### config.mk
export PLATFORM = sky130hd
export DESIGN_NAME = booth_mul_arbiter
export DESIGN_NICKNAME = d
export VERILOG_FILES = /design/src/rtl/booth_mul_arbiter.sv
export SDC_FILE = /design/constraint.sdc
export NUM_CORES = 1
export LEC_CHECK = 0
export BUFFER_PORTS_ARGS = -buffer_cell sky130_fd_sc_hd__buf_4
export CAP_MARGIN = 20
export CORE_AREA = 2 2 181 183
export CTS_CLUSTER_DIAMETER = 60
export DETAILED_ROUTE_END_ITERATION = 8
export DIE_AREA = 0 0 183 185
export SLEW_MARGIN = 20
export SYNTH_ARGS = -nofsm -noshare
export SYNTH_HDL_FRONTEND = slang
export SYNTH_SLANG_ARGS = --single-unit
### constraint.sdc
create_clock -name clk -period 1.9 [get_ports clk]
set_clock_uncertainty 0.05 [all_clocks]
set_input_delay 0.19 -clock clk [delete_from_list [all_inputs] [get_ports clk]]
set_output_delay 0.19 -clock clk [all_outputs]
set_load 0.02 [all_outputs]
### src/rtl/booth_mul_arbiter.sv
// booth_mul_arbiter: round-robin front end that shares one combinational
// 32x32 signed Booth multiplier among NREQ requesters. It holds the operands
// for MUL_CYCLES clocks (multicycle path), then registers the product.
//
// Ports:
//   clk, rst          clock; synchronous active-high reset
//   req_valid/ready   per-requester handshake (ready is a one-hot grant)
//   req_in1/req_in2   packed 32-bit operands, requester i at [32*i +: 32]
//   mul_in1/mul_in2   registered operands driven to the multiplier
//   mul_out           product from the multiplier
//   mul_overflow      overflow flag from the multiplier
//   resp_*            tagged response port (valid/ready, id, product, overflow)
//   op_count          completed-response count, saturating; only present
//                     when BOOTH_ARB_STATS_EN is defined
module booth_mul_arbiter #(
  parameter  int unsigned NREQ       = 4,
  parameter  int unsigned MUL_CYCLES = 2,
  localparam int unsigned IDW        = (NREQ > 1) ? $clog2(NREQ) : 1
) (
  input  logic               clk,
  input  logic               rst,
  input  logic [NREQ-1:0]    req_valid,
  output logic [NREQ-1:0]    req_ready,
  input  logic [32*NREQ-1:0] req_in1,
  input  logic [32*NREQ-1:0] req_in2,
  output logic [31:0]        mul_in1,
  output logic [31:0]        mul_in2,
  input  logic [63:0]        mul_out,
  input  logic               mul_overflow,
  output logic               resp_valid,
  input  logic               resp_ready,
  output logic [IDW-1:0]     resp_id,
  output logic [63:0]        resp_out,
  output logic               resp_overflow
`ifdef BOOTH_ARB_STATS_EN
  ,
  output logic [15:0]        op_count
`endif
);

  localparam int unsigned CW = (MUL_CYCLES > 1) ? $clog2(MUL_CYCLES) : 1;

  typedef enum logic [1:0] {IDLE, BUSY, RESP} state_t;

  state_t         state_q;
  logic [IDW-1:0] rr_ptr_q, rr_ptr_d;
  logic [CW-1:0]  cnt_q;
  logic [IDW-1:0] id_q;
  logic [31:0]    mul_in1_q, mul_in2_q;
  logic           resp_valid_q;
  logic [IDW-1:0] resp_id_q;
  logic [63:0]    resp_out_q;
  logic           resp_overflow_q;

  logic           grant_found;
  logic [IDW-1:0] grant_idx;
  int unsigned    scan;

  logic [31:0]    in1_arr [NREQ];
  logic [31:0]    in2_arr [NREQ];

  // Unpack the flat operand buses into per-requester words.
  for (genvar i = 0; i < NREQ; i++) begin : g_unpack
    assign in1_arr[i] = req_in1[32*i +: 32];
    assign in2_arr[i] = req_in2[32*i +: 32];
  end

  // First valid requester at or after rr_ptr, wrapping around.
  always_comb begin
    grant_found = 1'b0;
    grant_idx   = '0;
    scan        = 0;
    for (int unsigned k = 0; k < NREQ; k++) begin
      scan = 32'(rr_ptr_q) + k;
      if (scan >= NREQ) scan = scan - NREQ;
      if (!grant_found && req_valid[IDW'(scan)]) begin
        grant_found = 1'b1;
        grant_idx   = IDW'(scan);
      end
    end
  end

  // Pointer moves just past the winner so it cannot win twice in a row under contention.
  assign rr_ptr_d = (grant_idx == IDW'(NREQ - 1)) ? '0 : grant_idx + 1'b1;

  // Grant is combinational so a requester sees its accept in the same cycle.
  always_comb begin
    req_ready = '0;
    if (!rst && state_q == IDLE && grant_found) begin
      req_ready = NREQ'(1) << grant_idx;
    end
  end

  // Control FSM and all registered datapath state.
  always_ff @(posedge clk) begin
    if (rst) begin
      state_q         <= IDLE;
      rr_ptr_q        <= '0;
      cnt_q           <= '0;
      id_q            <= '0;
      mul_in1_q       <= '0;
      mul_in2_q       <= '0;
      resp_valid_q    <= 1'b0;
      resp_id_q       <= '0;
      resp_out_q      <= '0;
      resp_overflow_q <= 1'b0;
    end else begin
      unique case (state_q)
        IDLE: begin
          if (grant_found) begin
            mul_in1_q <= in1_arr[grant_idx];
            mul_in2_q <= in2_arr[grant_idx];
            id_q      <= grant_idx;
            rr_ptr_q  <= rr_ptr_d;
            cnt_q     <= CW'(MUL_CYCLES - 1);
            state_q   <= BUSY;
          end
        end
        BUSY: begin
          // Operands have been stable MUL_CYCLES clocks when cnt reaches zero.
          if (cnt_q != '0) begin
            cnt_q <= cnt_q - 1'b1;
          end else begin
            resp_out_q      <= mul_out;
            resp_overflow_q <= mul_overflow;
            resp_id_q       <= id_q;
            resp_valid_q    <= 1'b1;
            state_q         <= RESP;
          end
        end
        RESP: begin
          if (resp_ready) begin
            resp_valid_q <= 1'b0;
            state_q      <= IDLE;
          end
        end
        default: state_q <= IDLE;
      endcase
    end
  end

  assign mul_in1       = mul_in1_q;
  assign mul_in2       = mul_in2_q;
  assign resp_valid    = resp_valid_q;
  assign resp_id       = resp_id_q;
  assign resp_out      = resp_out_q;
  assign resp_overflow = resp_overflow_q;

`ifdef BOOTH_ARB_STATS_EN
  logic [15:0] op_count_q;

  // Completed-response counter, saturating.
  always_ff @(posedge clk) begin
    if (rst) begin
      op_count_q <= '0;
    end else if (resp_valid_q && resp_ready && op_count_q != 16'hFFFF) begin
      op_count_q <= op_count_q + 16'd1;
    end
  end

  assign op_count = op_count_q;
`endif

endmodule

# Word level (Yosys, flattened, before mapping)
# Cells that the tools add are included.
# Widths: inputs -> output; s select.
# totals
regBits	139
# classes
add_sub_neg	9
order_cmp	9
n_eq_ne	6
n_shift	1
muxes	38
bitwise_logic	2
n_reduce_logical	17
# ops
cell	n
$bmux 32 s2	2
$mux 32	4
$mux 2	12
$ge 3x3->1 const B	4
$lt 2x3->1 const B	4
$mux 1	12
$bmux 1 s2	4
$sub 2x1->2 const B	4
$add 2x2->3 const B	2
$ne 2x2->1 const B	3
$pmux 2 s3	1
$reduce_and 2->1	3
$reduce_and 3->1	2
$logic_and 1x1->1	5
$eq 2x2->1 const B	2
$logic_not 1->1	4
$mux 4	1
$pmux 1 s2	2
$reduce_bool 2->1	2
$shl 1x2->4 const A	1
$add 2x1->3 const B	1
$ge 2x3->1 const B	1
$not 2->3	1
$add 2x1->2 const B	1
other kinds (4)	4

# Logic depth before layout (Yosys ltp)
# Gate-level depths: netlist (run 1).
# logic_depth
depth_word	18
depth_mapped	8
depth_no_buf	5

# Least setup slack after synthesis (run 1)
# No wires, ideal clock.
# synth_path
path_kind	register to output
from	reg state_q[0]
to	out req_ready[1]
arrival_ns	1.632
required_time_ns	1.660
path_slack_ns	0.028
path_stages_with_launch	6
path_buffers	3
cell_sequence	dfxtp_1 -> buf_2 -> or3_1 -> buf_6 -> buf_6 -> nor3b_1
# synth_between
elab_chain_len	4
# synth_rtl
element	line	source
from (decl)	45	state_t state_q;
from (signal assigned)	97	state_q <= IDLE;
from (signal assigned)	116	state_q <= BUSY;
from (signal assigned)	128	state_q <= RESP;
$logic_not 2->1	89	if (!rst && state_q == IDLE && grant_found) begin
$logic_and 1x1->1 (2 in a row)	89	
$mux 4	89	
to (decl)	23	output logic [NREQ-1:0] req_ready,
# Every way passes these cells.

# Final worst setup path (run 1)
# layout_path
from	reg state_q[0]
to	out req_ready[0]
# Same word-level chain as after synthesis.

==> results.py, run 1 <==
metrics = {
    "setup_path": {
        "crit_start": "state_q[0]$_SDFFE_PP0P_",
        "critPathLaunchType": "flop",
        "cp_slowest_cell": "or3_4",
        "crit_end": "req_ready[0]",
        "r2r_slack_ns": 0.05,
        "path_depth": 4,
        "critPathRequiredTime_ns": 1.66,
        "cp-end-kind": "output port",
        "critPathTopFamily": "simple AND/OR/NAND/NOR gates",
        "crit_path_max_incr_delay_ns": 0.43,
        "cp.arrival_ns": 1.69,
        "crit_path_cell_trace": "or3_4 > buf_12 > nor3b_4 > buf_6",
        "ff2ff_path_depth": 7,
        "critPathBufInv": 2,
        "crit_fanout": 4,
        "timing.rr.end": "mul_in1[25]$_SDFFE_PP0P_",
        "crit_type": "reg2out",
        "r2r_start": "rr_ptr_q[1]$_SDFFE_PP0P_",
    },
    "synthesis": {
        "synthesis.nets": 1127,
        "syn_area_um2": 7000,
        "synth_edf_count": 0,
        "synth_area_per_cell_um2": 8.76,
        "synthCells": 799,
        "async_flop_share_pct": 0,
        "yosys_register_bits": 139,
        "yosys_warnings": 0,
        "ys_seq_area_share_pct": 39.8,
        "synthDistinctLibCells": 36,
        "ys.flop_type": "dfxtp_1",
    },
    "drt": {
        "ant_nets": 0,
        "wl_um": 34700,
        "firstDrtPassIters": 6,
        "vias": 8919,
        "drc_errors": 0,
        "drtIter0Drc": 469,
        "vias_per_cell": 4.73,
        "wl_per_cell_um": 18.4,
    },
    "die": {
        "dieArea_um2": 33900,
        "die_h_um": 185,
        "fp.dieW_um": 183,
        "fp-row-count": 66,
        "io_pins": 464,
        "start_util_pct": 21.8,
        "core_um2": 32000,
    },
    "timing": {
        "rsz0062_at_grt": "yes",
        "max_freq_ghz": 0.518,
        "period_share_pct": 102,
        "slew_violations": 0,
        "final_hold_viol_count": 0,
        "setup_viol": 3,
        "hold_slack_ns": 0.0199,
        "setup_ws_ns": -0.0304,
        "tightest_slew_ns": 0.541,
        "period_needed_ns": 1.93,
        "tns_ns": -0.0344,
        "relSlewSlack_pct": 63.9,
    },
    "global_routing": {
        "grt_first_pass_wirelength_um": 50600,
        "grt.overflow.total": 0,
        "grt_use_total_pct": 19.5,
        "first_global_vias": 8878,
        "grt_max_degree": 67,
        "antenna_found_initial": 0,
    },
    "final_layout": {
        "syn_to_final_growth_pct": 100,
        "diodes": 0,
        "nNetsFinal": 1791,
        "drive_gt1_share_pct": 40.6,
    },
    "run": {
        "max-cap-violations": 0,
    },
    "clocking": {
        "clockBufferDepth": 2,
        "cts.clk_slew.worst_paths_ns": 0.07,
        "clkSinkCount": 139,
        "h-tree-depth": 4,
        "cts_tree": "done",
        "cts_buffers": 17,
        "cts-root-buf": "clkbuf_16",
        "clk_latency_ns": 0.43,
    },
    "min_path": {
        "hp-class": "in2reg",
        "min_path_cells": 3,
    },
    "pwr": {
        "p_per_area_nw_per_um2": 850,
        "report.power.total_mw": 11.9,
        "leakagePower_nw": 6.13,
        "vdd_drop_max_mv": 0.524,
    },
    "outcome": {
        "violations": "setup timing",
        "status": "finished, violations left",
    },
    "placed_design": {
        "port-buffer-count": 463,
        "gp_congestion": 0.885,
        "dpl.hpwl_um": 23200,
    },
}
==> sequential cells by signal, indices dropped and copies added, names as in the netlist <==
register       flops
resp_overflow      1
rr_ptr_q           2
mul_in1           32
state_q            2
id_q               2
resp_valid         1
cnt_q              1
mul_in2           32
resp_id            2
resp_out          64
==> worst min-delay path: cells and delay by family <==
kind	cells	cell delay, ns
AO/OA/AOI/OAI	2	0.18
buffers and inverters	1	0.08
==> area by class of cell <==
class | instances | area (µm²)
clock buffer | 18 | 439
fill | 3041 | 18000
multi-input combinational | 580 | 3870
inverter | 1 | 3.75
clock inverter | 14 | 161
sequential | 139 | 2790
timing repair buffer | 724 | 6220
tap | 408 | 510
==> synthesized netlist by cell type (3+ instances only) <==
| master | number | area [µm²] |
|---|---|---|
| a21oi_1 | 76 | 380 |
| a221oi_1 | 64 | 561 |
| buf_2 | 16 | 80.1 |
| buf_4 | 3 | 22.5 |
| buf_6 | 22 | 248 |
| clkbuf_1 | 34 | 128 |
| clkbuf_2 | 3 | 15.0 |
| dfxtp_1 | 139 | 2780 |
| mux2i_1 | 65 | 651 |
| nand2_1 | 142 | 533 |
| nand2b_1 | 21 | 131 |
| nor2_1 | 9 | 33.8 |
| nor3_1 | 5 | 25.0 |
| nor3b_1 | 4 | 30.0 |
| o21bai_1 | 64 | 480 |
| o22ai_1 | 65 | 407 |
| or2_1 | 23 | 144 |
| or2_2 | 22 | 138 |
==> metrics by stage <==
stage,utilization (%),setup WS [ns],cell area [µm²],instances
finish,43.7,-0.0304,14000,1884
global route,43.7,-0.0977,14000,1884
CTS,43.4,-0.0874,13900,1883
detailed placement,34.3,-0.0795,11000,1630
global placement,34.3,-0.0785,11000,1630
floorplan,-,0.0276,7000,799
==> metal layers <==
metal | routed length (µm) | global-route usage, % | vias up
met1 | 14000 | 22.4 | 4279
met4 | 893 | 7.23 | 0
met3 | 2070 | 4.99 | 56
met2 | 17700 | 34.8 | 342
met5 | 0 | 0 | -
li1 | - | - | 4242
==> power breakdown <==
group	internal, mW	total (mW)	leakage (nW)	switching (mW)
Combinational	2.39	4.80	4.70	2.41
Clock	2.00	3.47	0.283	1.47
Sequential	3.37	3.64	1.15	0.272
==> how the worst min path moves through the flow <==
stage,from,endpoint,slack [ns]
CTS,req_in2[13],mul_in2[13]$_SDFFE_PP0P_,0.0004
floorplan,mul_out[48],resp_out[48]$_SDFFE_PP0P_,0.28
detailed placement,mul_out[37],resp_out[37]$_SDFFE_PP0P_,0.40
global route,req_in2[55],mul_in2[23]$_SDFFE_PP0P_,0.003
global placement,mul_out[13],resp_out[13]$_SDFFE_PP0P_,0.39
finish,req_in1[64],mul_in1[0]$_SDFFE_PP0P_,0.02
==> layout by cell type, fill, tap and decap left out, types with 3 or more instances in the layout <==
cell type / Yosys / final
buf_12: 0 / 15
nor2_1: 9 / 9
inv_6: 0 / 3
o21bai_1: 64 / 64
clkinvlp_4: 0 / 4
clkbuf_16: 0 / 17
or2_2: 22 / 22
nand2b_1: 21 / 21
buf_4: 3 / 491
or2_1: 23 / 23
a221oi_1: 64 / 54
mux2i_1: 65 / 65
a21oi_1: 76 / 74
a221oi_2: 0 / 10
dlygate4sd3_1: 0 / 211
dfxtp_1: 139 / 137
o22ai_1: 65 / 64
nor3_1: 5 / 5
nor3b_4: 0 / 3
nand2_1: 142 / 141
buf_6: 22 / 5
==> logic make-up (layout without fill, tap and decap cells) <==
| kind of cell | count (synthesis) | count (layout) | share of synthesized area [%] |
|---|---|---|---|
| DFF | 139 | 139 | 39.8 |
| muxes | 65 | 65 | 9.30 |
| and+or+nand+nor | 236 | 236 | 16.2 |
| buffers and inverters | 80 | 757 | 7.15 |
| AOI/OAI and AO/OA | 279 | 279 | 27.6 |
==> repair_timing <==
action	4_1_cts	5_1_grt
pin swaps	5	5
buffers inserted	8	1
gates resized for setup	16	17
hold buffers	211	0
gates cloned	2	0
endpoints found under the setup margin	4	24
endpoints found under the hold margin	125	0
Note: power is estimated with default switching activity, not from simulation.
==> inputs of run 2 (changes only) <==
Settings changed: MAX_ROUTING_LAYER set to met4.
==> run 2 against run 1 <==
  * The run still ends with setup timing left
  * Critical endpoint is now req_ready[3]
  * Maximum frequency is 1.1% lower
  * Non-clock buffer count is 18 higher
  * Core utilization is 0.74 points higher
  * Largest cell class unchanged
  * Total power is 0.31% lower
  * Wire length is 2.0% higher
  * Worst hold slack worse by 0.0063 ns
  * Sequential power hardly changed
  * Register-to-register slack hardly changed
  * Final area is 1.7% higher
  * Combinational power is 1% higher
  * Critical path depth stayed put
==> results.py, run 2 (synthesized netlist as in run 1, its figures left out) <==
metrics = {
    "outcome": {
        "status": "finished, violations left",
        "violations": "setup timing",
    },
    "final_layout": {
        "multi_input_area_um2": 3910,
        "regArea_um2": 2790,
        "nFillCells": 2976,
        "final_cell_mix": "buf_4 (483), dlygate4sd3_1 (236), nand2_1 (141)",
        "final_common_cell": "buf_4",
        "largest_register_ffs": 64,
        "drive_gt1_share_pct": 39.9,
        "syn_to_final_growth_pct": 103,
        "nNetsFinal": 1809,
    },
    "setup_path": {
        "critPathBufInv": 2,
        "r2r_slack_ns": 0.06,
        "critPathLaunchType": "flop",
        "path_depth": 4,
        "crit_end": "req_ready[3]",
        "crit_start": "state_q[0]$_SDFFE_PP0P_",
        "crit_fanout": 4,
        "crit_path_cell_trace": "or3_4 > buf_12 > nor3b_4 > buf_6",
        "timing.rr.end": "mul_in2[24]$_SDFFE_PP0P_",
        "ff2ff_path_depth": 6,
        "critPathTopFamily": "simple AND/OR/NAND/NOR gates",
        "r2r_start": "state_q[0]$_SDFFE_PP0P_",
        "crit_path_max_incr_delay_ns": 0.42,
        "critPathRequiredTime_ns": 1.66,
        "cp_slowest_cell": "or3_4",
        "cp.arrival_ns": 1.71,
        "crit_type": "reg2out",
        "cp-end-kind": "output port",
    },
    "timing": {
        "slew_violations": 0,
        "final_hold_viol_count": 0,
        "setup_ws_ns": -0.0513,
        "setup_viol": 3,
        "max_freq_ghz": 0.512,
        "rsz0062_at_grt": "yes",
        "hold_slack_ns": 0.0136,
        "tightest_slew_ns": 0.555,
        "period_needed_ns": 1.95,
        "period_share_pct": 103,
        "relSlewSlack_pct": 63.0,
    },
    "global_routing": {
        "grt_use_total_pct": 20.6,
        "grt.overflow.total": 0,
        "antenna_found_initial": 1,
        "first_global_vias": 9296,
        "grt_first_pass_wirelength_um": 51600,
        "grt_max_degree": 67,
    },
    "clocking": {
        "h-tree-depth": 4,
        "cts_buffers": 17,
        "cts.clk_slew.worst_paths_ns": 0.06,
        "clk_latency_ns": 0.44,
        "clkSinkCount": 139,
        "clockBufferDepth": 2,
        "cts_tree": "done",
        "cts-root-buf": "clkbuf_16",
    },
    "drt": {
        "ant_nets": 0,
        "wl_um": 35400,
        "firstDrtPassIters": 4,
        "vias": 9047,
        "vias_per_cell": 4.76,
        "drtIter0Drc": 375,
        "drc_errors": 0,
        "wl_per_cell_um": 18.6,
    },
    "placed_design": {
        "dpl_worst_slack_ns": -0.114,
        "port-buffer-count": 463,
        "dpl.hpwl_um": 23200,
        "gp_congestion": 0.921,
    },
    "die": {
        "dieArea_um2": 33900,
        "start_util_pct": 21.8,
        "io_pins": 464,
        "fp.dieW_um": 183,
        "die_h_um": 185,
        "fp-row-count": 66,
        "core_um2": 32000,
    },
    "pwr": {
        "p_per_area_nw_per_um2": 834,
        "vdd_drop_max_mv": 0.677,
        "leakagePower_nw": 6.21,
    },
    "min_path": {
        "hp-class": "in2reg",
    },
    "run": {
        "max-cap-violations": 0,
    },
}
==> run 2: cell types whose count changed in the layout (fill, tap and decap cells not counted), sizes merged <==
cell | before | now
inv | 6 | 5
buf | 511 | 504
clkinvlp | 4 | 2
diode | 0 | 1
dlygate4sd3 | 211 | 236
clkbuf | 18 | 20
==> run 2: worst min-delay path: cells and delay by family <==
kind	cells	cell delay (ns)
AO/OA/AOI/OAI	2	0.18
buffers and inverters	1	0.08
==> run 2: how the worst min path moves through the flow <==
stage | to | slack [ns] | start | cells past startpoint
2_1_floorplan | resp_out[48]$_SDFFE_PP0P_ | 0.28 | mul_out[48] | 2
3_3_place_gp | resp_out[61]$_SDFFE_PP0P_ | 0.39 | mul_out[61] | 3
3_5_place_dp | resp_out[39]$_SDFFE_PP0P_ | 0.39 | mul_out[39] | 3
4_1_cts | mul_in2[16]$_SDFFE_PP0P_ | 0.00003 | req_in2[80] | 3
5_1_grt | mul_in1[26]$_SDFFE_PP0P_ | 0.01 | req_in1[26] | 3
6_report | mul_in1[31]$_SDFFE_PP0P_ | 0.01 | req_in1[95] | 3
==> run 2: stage by stage <==
stage	setup TNS [ns]	area [µm²]	total power, mW	cells	utilization, %
2_1_floorplan	0	7000	5.97	799	-
3_3_place_gp	-0.105	11000	7.84	1623	34.3
3_5_place_dp	-0.114	11000	7.88	1623	34.3
4_1_cts	-0.369	14100	11.9	1898	44.0
5_1_grt	-0.412	14200	12.5	1902	44.4
6_report	-0.0849	14200	11.9	1902	44.4
==> run 2: cell type report <==
type / count / area share, %
timing repair buffer: 742 / 45.2
multi-input combinational: 580 / 27.4
sequential: 139 / 19.6
tap: 408 / 3.59
clock buffer: 20 / 3.14
clock inverter: 11 / 0.958
inverter: 1 / 0.0264
antenna: 1 / 0.0176
==> run 2: layer usage <==
| metal | global-route usage (%) | wire [µm] | vias to the layer above |
|---|---|---|---|
| met2 | 35.0 | 17800 | 437 |
| met3 | 4.84 | 1980 | 102 |
| met5 | - | 0 | - |
| met1 | 22.9 | 14200 | 4232 |
| met4 | 9.47 | 1360 | 0 |
| li1 | - | - | 4276 |
==> run 2: what timing repair did <==
item | CTS | global route
gates resized for setup | 14 | 21
hold buffers | 235 | 1
endpoints found under the setup margin | 4 | 18
pin swaps | 4 | 3
buffers inserted | 7 | 2
cloned | 2 | 0
endpoints found under the hold margin | 125 | 1
==> run 2: power breakdown <==
part           internal [mW]  total [mW]  switching, mW  leakage [nW]
combinational           2.42        4.85           2.43          4.78
sequential              3.37        3.64          0.270          1.15
clock                   1.98        3.38           1.40         0.278
==> inputs of run 3 (changes only) <==
Settings changed: SETUP_SLACK_MARGIN set to 0.05.
==> run 3 against run 2 <==
  * The flow still finishes with violations (setup timing)
  * Wire length grew 3.6%
  * Sequential power hardly changed
  * Clock-buffer cell count stayed put
  * Worst hold slack hardly changed
  * Via count rose by 1.2%
  * Total power is 4.3% higher
  * Register-to-register slack about the same
  * Setup slack got worse by 0.026 ns
  * Critical path depth up 2
  * Maximum frequency fell by 1.3%
  * Critical path type unchanged
==> results.py, run 3 (synthesized netlist as in run 1, its figures left out) <==
metrics = {
    "pwr": {
        "leakagePower_nw": 6.33,
        "vdd_drop_max_mv": 0.677,
        "p_per_area_nw_per_um2": 858,
    },
    "drt": {
        "drc_errors": 0,
        "wl_um": 36600,
        "vias_per_cell": 4.79,
        "firstDrtPassIters": 5,
        "vias": 9154,
        "ant_nets": 0,
        "drtIter0Drc": 489,
        "wl_per_cell_um": 19.2,
    },
    "setup_path": {
        "critPathRequiredTime_ns": 1.66,
        "crit_type": "reg2out",
        "crit_start": "rr_ptr_q[1]$_SDFFE_PP0P_",
        "ff2ff_path_depth": 7,
        "r2r_start": "rr_ptr_q[1]$_SDFFE_PP0P_",
        "critPathLaunchType": "flop",
        "cp-end-kind": "output port",
        "crit_fanout": 8,
        "cp.arrival_ns": 1.74,
    },
    "clocking": {
        "cts-root-buf": "clkbuf_16",
        "cts.clk_slew.worst_paths_ns": 0.06,
        "cts_tree": "done",
        "clockBufferDepth": 2,
        "cts_buffers": 17,
        "clkSinkCount": 139,
        "h-tree-depth": 4,
        "clk_latency_ns": 0.43,
    },
    "timing": {
        "period_needed_ns": 1.98,
        "slew_violations": 0,
        "setup_ws_ns": -0.0774,
        "tns_ns": -0.121,
        "tightest_slew_ns": 0.357,
        "rsz0062_at_grt": "yes",
        "relSlewSlack_pct": 76.1,
        "final_hold_viol_count": 0,
        "setup_viol": 2,
        "max_freq_ghz": 0.506,
        "period_share_pct": 104,
    },
    "global_routing": {
        "first_global_vias": 9251,
        "grt_use_total_pct": 20.7,
        "grt_max_degree": 64,
        "grt_first_pass_wirelength_um": 51900,
        "antenna_found_initial": 3,
        "grt.overflow.total": 0,
    },
    "die": {
        "fp.dieW_um": 183,
        "fp-row-count": 66,
        "core_um2": 32000,
        "io_pins": 464,
        "die_h_um": 185,
        "dieArea_um2": 33900,
        "start_util_pct": 21.8,
    },
    "final_layout": {
        "drive_gt1_share_pct": 42.7,
        "syn_to_final_growth_pct": 106,
        "final_common_cell": "buf_4",
        "largest_register_ffs": 64,
        "nNetsFinal": 1815,
        "final_cell_mix": "buf_4 (505), dlygate4sd3_1 (218), nand2_1 (141)",
        "finalNonFillerCells": 1910,
    },
    "min_path": {
        "min_from": "req_in1[59]",
        "hp-class": "in2reg",
        "min_path_cells": 3,
    },
    "outcome": {
        "status": "finished, violations left",
        "violations": "setup timing",
    },
    "placed_design": {
        "port-buffer-count": 463,
        "dpl.hpwl_um": 23500,
        "dpl.cell_count": 1632,
        "gp_congestion": 0.973,
    },
    "run": {
        "max-cap-violations": 0,
    },
}
run 3: cell types whose count changed in the layout (fill, tap and decap cells not counted), sizes merged:
cell | previous run | this run
inv | 5 | 4
dlygate4sd3 | 236 | 218
diode | 1 | 2
clkbuf | 20 | 22
bufinv | 2 | 4
clkinv | 3 | 4
bufbuf | 2 | 3
clkinvlp | 2 | 1
buf | 504 | 525
run 3: path summary, 6_finish.rpt:
check / to / slack [ns]
worst max register to register: mul_in1[14]$_SDFFE_PP0P_ / 0.05
worst max-delay path: req_ready[1] / -0.08
worst min register to register: resp_id[1]$_SDFFE_PP0P_ / 0.40
worst min-delay path: mul_in1[27]$_SDFFE_PP0P_ / 0.01
run 3: layout make-up:
cell class / instances / area, µm²
Timing Repair Buffer: 748 / 6470
Tap cell: 408 / 510
Inverter: 1 / 3.75
Antenna cell: 2 / 5.00
Clock inverter: 12 / 188
Multi-Input combinational cell: 580 / 4030
Clock buffer: 20 / 437
Sequential cell: 139 / 2790
Fill cell: 2967 / 17600
run 3: per-layer routing:
layer  GRT usage, %  vias to the layer above  share of wire [%]
met5              -                        -                  0
met4           9.12                        0                3.4
met3           5.45                       85                7.0
met2           34.9                      415                 50
met1           23.0                     4353                 39
li1               -                     4301                  -
run 3: report_power, final:
group	internal [mW]	total (mW)	switching, mW
logic	2.54	5.06	2.52
clock network	2.22	3.68	1.45
registers	3.37	3.65	0.283
run 3: metrics by stage:
stage	cell area, µm²	power (mW)	utilization [%]	hold WS [ns]	setup slack, ns
global placement	11000	7.87	34.4	0.387	-0.0136
CTS	14000	12.2	43.8	0.000230	-0.123
detailed placement	11000	7.91	34.4	0.396	-0.0711
global route	14400	13.0	45.1	0.00365	-0.133
finish	14400	12.4	45.1	0.0136	-0.0774
floorplan	7000	5.97	-	0.276	0.0425
run 3: what timing repair did:
item | 4_1_cts | 5_1_grt
pin swaps | 5 | 3
hold buffers | 217 | 1
gates resized for setup | 11 | 47
buffers inserted | 10 | 11
hold endpoints to repair | 119 | 1
gates cloned | 3 | 2
endpoints found under the setup margin | 16 | 46
run 3: critical path: stages (launching register included):
cell and delay [ns]:
dfxtp_4 0.40, a21oi_2 0.06, o221a_2 0.30, buf_12 0.13, buf_6 0.10, nor3b_2 0.14
buf_4 0.17
